==> src/rtl/diad_pipe_pkg.sv <==
// Shared defaults and stage index names for the diad in-order pipeline.
package diad_pipe_pkg;

  localparam int unsigned DFLT_SIZE_ADDR = 24;
  localparam int unsigned DFLT_SIZE_DATA = 24;
  localparam int unsigned DFLT_NUM_STG   = 8;
  localparam int unsigned DFLT_SIZE_CNT  = 32;
  localparam int unsigned DFLT_RST_PC    = 0;

  localparam int unsigned STG_IA = 0;
  localparam int unsigned STG_IF = 1;
  localparam int unsigned STG_ID = 2;
  localparam int unsigned STG_EX = 3;
  localparam int unsigned STG_MA = 4;
  localparam int unsigned STG_MO = 5;
  localparam int unsigned STG_RA = 6;
  localparam int unsigned STG_RO = 7;

endpackage

==> src/rtl/diad_pipe_stage.sv <==
// One {valid, pc, instr} pipeline register. Kill beats hold, hold beats bubble, bubble beats load.
module diad_pipe_stage #(
  parameter int unsigned SIZE_ADDR = 24,
  parameter int unsigned SIZE_DATA = 24
) (
  input  logic                 clk_i,
  input  logic                 rst_ni,
  input  logic                 kill_i,
  input  logic                 hold_i,
  input  logic                 bubble_i,
  input  logic                 valid_i,
  input  logic [SIZE_ADDR-1:0] pc_i,
  input  logic [SIZE_DATA-1:0] instr_i,
  output logic                 valid_o,
  output logic [SIZE_ADDR-1:0] pc_o,
  output logic [SIZE_DATA-1:0] instr_o
);

  logic                 valid_q;
  logic [SIZE_ADDR-1:0] pc_q;
  logic [SIZE_DATA-1:0] instr_q;

  always_ff @(posedge clk_i or negedge rst_ni) begin
    if (!rst_ni) begin
      valid_q <= 1'b0;
      pc_q    <= '0;
      instr_q <= '0;
    end else if (kill_i) begin
      valid_q <= 1'b0;
    end else if (!hold_i) begin
      if (bubble_i) begin
        valid_q <= 1'b0;
      end else begin
        valid_q <= valid_i;
        pc_q    <= pc_i;
        instr_q <= instr_i;
      end
    end
  end

  assign valid_o = valid_q;
  assign pc_o    = pc_q;
  assign instr_o = instr_q;

endmodule

==> src/rtl/diad_pipe.sv <==
// diad in-order pipeline skeleton: PC generation, fetch, stall/flush control,
// retire port and saturating performance counters.
module diad_pipe
  import diad_pipe_pkg::*;
#(
  parameter int unsigned           SIZE_ADDR = DFLT_SIZE_ADDR,
  parameter int unsigned           SIZE_DATA = DFLT_SIZE_DATA,
  parameter int unsigned           NUM_STG   = DFLT_NUM_STG,
  parameter logic [SIZE_ADDR-1:0]  RST_PC    = SIZE_ADDR'(DFLT_RST_PC),
  parameter int unsigned           SIZE_CNT  = DFLT_SIZE_CNT
) (
  input  logic                           iw_clk,
  input  logic                           iw_rst_n,
  input  logic [NUM_STG-1:0]             iw_stall,
  input  logic                           iw_flush_valid,
  input  logic [$clog2(NUM_STG)-1:0]     iw_flush_stg,
  input  logic [SIZE_ADDR-1:0]           iw_flush_pc,
  output logic [SIZE_ADDR-1:0]           ow_mem_addr,
  input  logic [SIZE_DATA-1:0]           iw_mem_rdata,
  output logic [NUM_STG-1:0]             ow_stg_valid,
  output logic [NUM_STG*SIZE_ADDR-1:0]   ow_stg_pc,
  output logic [NUM_STG*SIZE_DATA-1:0]   ow_stg_instr,
  output logic                           ow_retire_valid,
  output logic [SIZE_ADDR-1:0]           ow_retire_pc,
  output logic [SIZE_DATA-1:0]           ow_retire_instr,
  output logic [SIZE_CNT-1:0]            ow_retire_cnt,
  output logic [SIZE_CNT-1:0]            ow_stall_cnt
);

  logic [NUM_STG-1:0]   hold;
  logic [NUM_STG-1:0]   kill;
  logic [NUM_STG-1:0]   in_valid;
  logic [NUM_STG-1:0]   stg_valid;
  logic [SIZE_ADDR-1:0] stg_pc    [NUM_STG];
  logic [SIZE_DATA-1:0] stg_instr [NUM_STG];

  logic [31:0]          flush_s;
  logic                 flush_eff;

  logic                 valid0_q;
  logic [SIZE_ADDR-1:0] pc0_q, pc0_d;
  logic [SIZE_CNT-1:0]  retire_cnt_q, stall_cnt_q;

  assign flush_s   = 32'(iw_flush_stg);
  assign flush_eff = iw_flush_valid && (flush_s >= 32'd1) && (flush_s < NUM_STG);

  // A stall anywhere downstream freezes every stage above it; the flush stage
  // itself obeys hold but admits only a bubble when it does load.
  always_comb begin
    hold     = '0;
    kill     = '0;
    in_valid = '0;
    for (int unsigned k = 0; k < NUM_STG; k++) begin
      hold[k] = |(iw_stall >> k);
    end
    for (int unsigned k = 1; k < NUM_STG; k++) begin
      kill[k]     = flush_eff && (k < flush_s);
      in_valid[k] = stg_valid[k-1] && !(flush_eff && (k == flush_s));
    end
  end

  always_comb begin
    pc0_d = pc0_q;
    if (flush_eff)      pc0_d = iw_flush_pc;
    else if (!valid0_q) pc0_d = RST_PC;
    else if (!hold[0])  pc0_d = pc0_q + SIZE_ADDR'(1);
  end

  always_ff @(posedge iw_clk or negedge iw_rst_n) begin
    if (!iw_rst_n) begin
      valid0_q <= 1'b0;
      pc0_q    <= '0;
    end else begin
      valid0_q <= 1'b1;
      pc0_q    <= pc0_d;
    end
  end

  assign ow_mem_addr  = pc0_d;
  assign stg_valid[0] = valid0_q;
  assign stg_pc[0]    = pc0_q;
  assign stg_instr[0] = '0;

  for (genvar k = 1; k < NUM_STG; k++) begin : g_stg
    diad_pipe_stage #(
      .SIZE_ADDR (SIZE_ADDR),
      .SIZE_DATA (SIZE_DATA)
    ) u_stg (
      .clk_i    (iw_clk),
      .rst_ni   (iw_rst_n),
      .kill_i   (kill[k]),
      .hold_i   (hold[k]),
      .bubble_i (hold[k-1]),
      .valid_i  (in_valid[k]),
      .pc_i     (stg_pc[k-1]),
      .instr_i  ((k == STG_IF) ? iw_mem_rdata : stg_instr[k-1]),
      .valid_o  (stg_valid[k]),
      .pc_o     (stg_pc[k]),
      .instr_o  (stg_instr[k])
    );
  end

  always_comb begin
    ow_stg_valid = stg_valid;
    ow_stg_pc    = '0;
    ow_stg_instr = '0;
    for (int unsigned k = 0; k < NUM_STG; k++) begin
      ow_stg_pc[k*SIZE_ADDR +: SIZE_ADDR]    = stg_pc[k];
      ow_stg_instr[k*SIZE_DATA +: SIZE_DATA] = stg_instr[k];
    end
  end

  assign ow_retire_valid = stg_valid[NUM_STG-1] && !iw_stall[NUM_STG-1];
  assign ow_retire_pc    = stg_pc[NUM_STG-1];
  assign ow_retire_instr = stg_instr[NUM_STG-1];

  always_ff @(posedge iw_clk or negedge iw_rst_n) begin
    if (!iw_rst_n) begin
      retire_cnt_q <= '0;
      stall_cnt_q  <= '0;
    end else begin
      if (ow_retire_valid && (retire_cnt_q != '1)) retire_cnt_q <= retire_cnt_q + SIZE_CNT'(1);
      if ((|iw_stall) && (stall_cnt_q != '1))      stall_cnt_q  <= stall_cnt_q + SIZE_CNT'(1);
    end
  end

  assign ow_retire_cnt = retire_cnt_q;
  assign ow_stall_cnt  = stall_cnt_q;

endmodule

==> config.mk <==
export PLATFORM = sky130hd
export DESIGN_NAME = diad_pipe
export DESIGN_NICKNAME = d
export VERILOG_FILES = /design/src/rtl/diad_pipe_pkg.sv /design/src/rtl/diad_pipe_stage.sv /design/src/rtl/diad_pipe.sv
export SDC_FILE = /design/constraint.sdc
export NUM_CORES = 1
export LEC_CHECK = 0
export ABC_AREA = 0
export ABC_CLOCK_PERIOD_IN_PS = 4350
export CORE_AREA = 3 3 231 233
export DETAILED_ROUTE_END_ITERATION = 6
export DIE_AREA = 0 0 234 236
export SLEW_MARGIN = 20
export SYNTH_ARGS = -nofsm -noshare
export SYNTH_HDL_FRONTEND = slang
export SYNTH_SLANG_ARGS = --single-unit
==> constraint.sdc <==
create_clock -name iw_clk -period 4.35 [get_ports iw_clk]
set_input_delay 0.87 -clock iw_clk [delete_from_list [all_inputs] [get_ports iw_clk]]
set_output_delay 0.87 -clock iw_clk [all_outputs]
set_load 0.02 [all_outputs]
==> flow_metrics.env <==
export IMPL_status="finished clean"
export IMPL_antenna_found_initial=0
export IMPL_antenna_cells=0
export IMPL_p_int_w=0.00689
export IMPL_first_pass_iters=4
export IMPL_syn_to_final_growth_pct=43.9
export IMPL_htree_num_levels=2
export IMPL_clockPowerShare_pct=45.4
export IMPL_io_pins=591
export IMPL_via_per_inst=4.88
export IMPL_clk_pin_slew_ps=60
export IMPL_reg2regPathDepth=5
export IMPL_period_minus_slack_ps=4200
export IMPL_netlist_area_leader_share_pct=60.2
export IMPL_path_class="primary input to output pin"
export IMPL_grt_max_degree=96
export IMPL_synth_seq_cells=432
export IMPL_dp_slack_ps=-109
export IMPL_syn_avg_cell_area_um2=13.9
export IMPL_crit_fanout=17
export IMPL_cp_end_kind="output pin"
export IMPL_drt_iter0_drc=569
export IMPL_synth_edf_count=0
export IMPL_slew_violations=0
export IMPL_cp_required_ps=3480
export IMPL_clock_latency_ps=560
export IMPL_worst_pin_slew_ps=1000
export IMPL_netlist_cell_type_count=51
export IMPL_peakVddDrop_mv=0.328
export IMPL_start_util_pct=35.0
export IMPL_postCtsHoldBufs=0
export IMPL_p_switching_w=0.00215
export IMPL_setup_ws_ps=149
export IMPL_arrival_ps=3330
export IMPL_cts_made_buffers=48
export IMPL_ys_flop_type="dfrtp_1"
export IMPL_p_leak_nw=12.1
export IMPL_cts_repair_resized=16
export IMPL_ys_warn_count=0
export IMPL_max_slew_margin_pct=33.2
export IMPL_clk_path_buf_depth=3
export IMPL_synthCells=1295
export IMPL_yosysSeqAreaShare_pct=60.2
export IMPL_core_mm2=0.0514
export IMPL_post_drt_wl_per_cell_um=22.9
export IMPL_clock_sinks=432
export IMPL_grt_pass1_wl_mm=87.6
export IMPL_die_w_um=234
export IMPL_yosysTopAreaCell="dfrtp_1"
export IMPL_cts_tree="done"
export IMPL_grt_usage_pct=20.9
export IMPL_netlist_area_mm2=0.0180
export IMPL_grt_pass1_vias=13000
export IMPL_fin_skew_ps=12.5
export IMPL_drive_above_1_share_pct=25.3
export IMPL_clock_fmax_mhz=238
export IMPL_wl_mm=58.9
export IMPL_nets=1921
export IMPL_seqPwrFrac_pct=46.5
export IMPL_fin_crit_sh_pct=96.6
export IMPL_synth_area_leaders="dfrtp_1 60%, mux2_2 20%, buf_4 3.4%"
export IMPL_ant_nets=0
export IMPL_hold_path_class="primary input to asynchronous set/reset pin"
export IMPL_critPathLaunchType="primary input"
export IMPL_p_per_area_mw_per_mm2=350
export IMPL_hold_violations=0
export IMPL_overflow=0
export IMPL_hpwlAfterDp_mm=43.8
export IMPL_gp_congestion=0.859
export IMPL_rsz0062_at_grt="false"
export IMPL_root_buffer="clkbuf_16"
export IMPL_setup_viol=0
export IMPL_io_buffers=566
export IMPL_num_rows=83
export IMPL_dp_cells=2486
export IMPL_comb_power_share_pct=8.1
export IMPL_drc=0
export IMPL_die_area_mm2=0.0552
export IMPL_synthArstFlopShare_pct=100
export IMPL_via_count=12500
export IMPL_die_y_um=236
export IMPL_cts_setup_buffers=0
export IMPL_drv_cap=0
export IMPL_switching_share_pct=23.8
export IMPL_instances_no_fill=2571
-- sequential cells by signal, indices dropped and copies added (netlist names) --
name / count
pc0_q: 24
ow_retire_cnt: 32
valid0_q: 1
g_stg.u_stg.valid_o: 7
g_stg.u_stg.instr_o: 168
ow_stall_cnt: 32
g_stg.u_stg.pc_o: 168
-- synth_stat cells (2+ instances only) --
cell and count:
ha_1 3, o31a_1 3, nor4_1 8, o21ai_0 25, buf_4 82, nand4b_1 3
buf_6 3, or4_1 6, nor2_1 34, and4_1 11, nor3b_1 2, o21a_1 2
dfrtp_1 432, mux2_2 317, or2_2 4, or4_4 2, nor3_1 23, o211ai_1 2
or3_1 6, a31oi_1 3, and2_1 3, conb_1 2, mux2_4 20, nand3_1 25
buf_2 12, clkbuf_1 27, and3_1 15, xor2_1 59, buf_1 6, nand2_1 65
nand4_1 30, xnor2_1 21, a21oi_1 11, nor4b_1 5, inv_1 6, nand2b_1 2
-- final cells by class --
cell class                 count  area (um2)
fill                        4540       25500
inverter                       7        26.3
clock inverter                 9         123
sequential                   432       10800
timing repair buffer         618        6160
clock buffer                  76        1470
multi-input combinational    749        6420
tap                          680         851
-- cells by family (layout without fill, tap and decap cells) --
kind of cell             count (synthesis)  count (layout)  share of synthesized area [%]
AO/OA/AOI/OAI                           52              52                           1.70
other                                    2              25                         0.0418
XOR/XNOR                                80              80                           3.90
AND/OR/NAND/NOR                        250             250                           7.55
multiplexers                           339             339                           21.7
flip-flops                             432             432                           60.2
adder cells (fa/ha/maj)                  3               3                          0.209
buffers and inverters                  137             710                           4.78
-- final timing paths --
kind,from,end,slack [ps]
max reg2reg,ow_stall_cnt[4]$_DFFE_PN0P_,ow_stall_cnt[7]$_DFFE_PN0P_,1710
max in group asynchronous,iw_rst_n,g_stg[6].u_stg.instr_o[7]$_DFFE_PN0P_,2930
min,iw_rst_n,g_stg[7].u_stg.pc_o[18]$_DFFE_PN0P_,360
min reg2reg,ow_stall_cnt[10]$_DFFE_PN0P_,ow_stall_cnt[10]$_DFFE_PN0P_,500
max,iw_stall[0],ow_mem_addr[1],150
min in group iw_clk,ow_stall_cnt[10]$_DFFE_PN0P_,ow_stall_cnt[10]$_DFFE_PN0P_,500
-- cell usage in the layout (no fill, tap or decap), types with 3 or more instances in the layout --
cell type,netlist,routed
a21oi_1,11,10
xnor2_1,21,21
dlymetal6s2s_1,0,8
conb_1,2,25
ha_1,3,3
nand3_1,25,25
clkbuf_1,27,13
mux2_4,20,20
or2_2,4,4
or3_1,6,4
xor2_1,59,59
nand2_1,65,63
clkbuf_16,0,49
nor4b_1,5,5
nand4_1,30,30
clkdlybuf4s50_1,0,542
nor3_1,23,23
and3_1,15,15
dlygate4sd2_1,0,15
nand4b_1,3,3
buf_4,82,44
clkbuf_8,0,14
or4_1,6,6
clkinv_2,0,5
nor2_1,34,32
a31oi_1,3,3
dfrtp_1,432,432
o31a_1,3,3
nor4_1,8,8
o21ai_0,25,25
and2_1,3,3
and4_1,11,11
buf_12,0,8
inv_1,6,6
mux2_2,317,317
bufinv_16,0,3
-- routing by layer --
layer / share of wire (%) / track usage [%]
met1: 41 / 26.6
met2: 50 / 35.7
met3: 6.2 / 4.42
met4: 2.7 / 6.31
met5: 0 / 0
-- through the flow --
step / util, % / TNS, ps / hold slack [ps] / total power, W / area (um2)
global placement: 47.2 / -1410 / 476 / 0.00502 / 24300
finish: 50.3 / 0 / 361 / 0.00904 / 25900
detailed placement: 47.2 / -1340 / 495 / 0.00502 / 24300
floorplan: - / 0 / 487 / 0.00456 / 18100
global route: 50.3 / 0 / 400 / 0.00938 / 25900
CTS: 50.3 / 0 / 375 / 0.00916 / 25800
-- power groups by stage --
| stage | clock network [W] | registers (W) | logic [W] |
|---|---|---|---|
| after floorplan | 0 | 0.00434 | 0.000215 |
| after CTS | 0.00421 | 0.00420 | 0.000745 |
| final | 0.00411 | 0.00420 | 0.000732 |
| after detailed placement | 0 | 0.00427 | 0.000749 |
| after global routing | 0.00438 | 0.00421 | 0.000783 |
| after global placement | 0 | 0.00427 | 0.000747 |
-- worst max-delay path, cell delays in order --
cell and delay, ps:
clkdlybuf4s50_1 420, or4_4 560, nor3_2 280, buf_12 200, mux2i_1 80, o21ai_0 220, clkdlybuf4s50_1 690
Note: power is estimated with default switching activity, not from simulation.
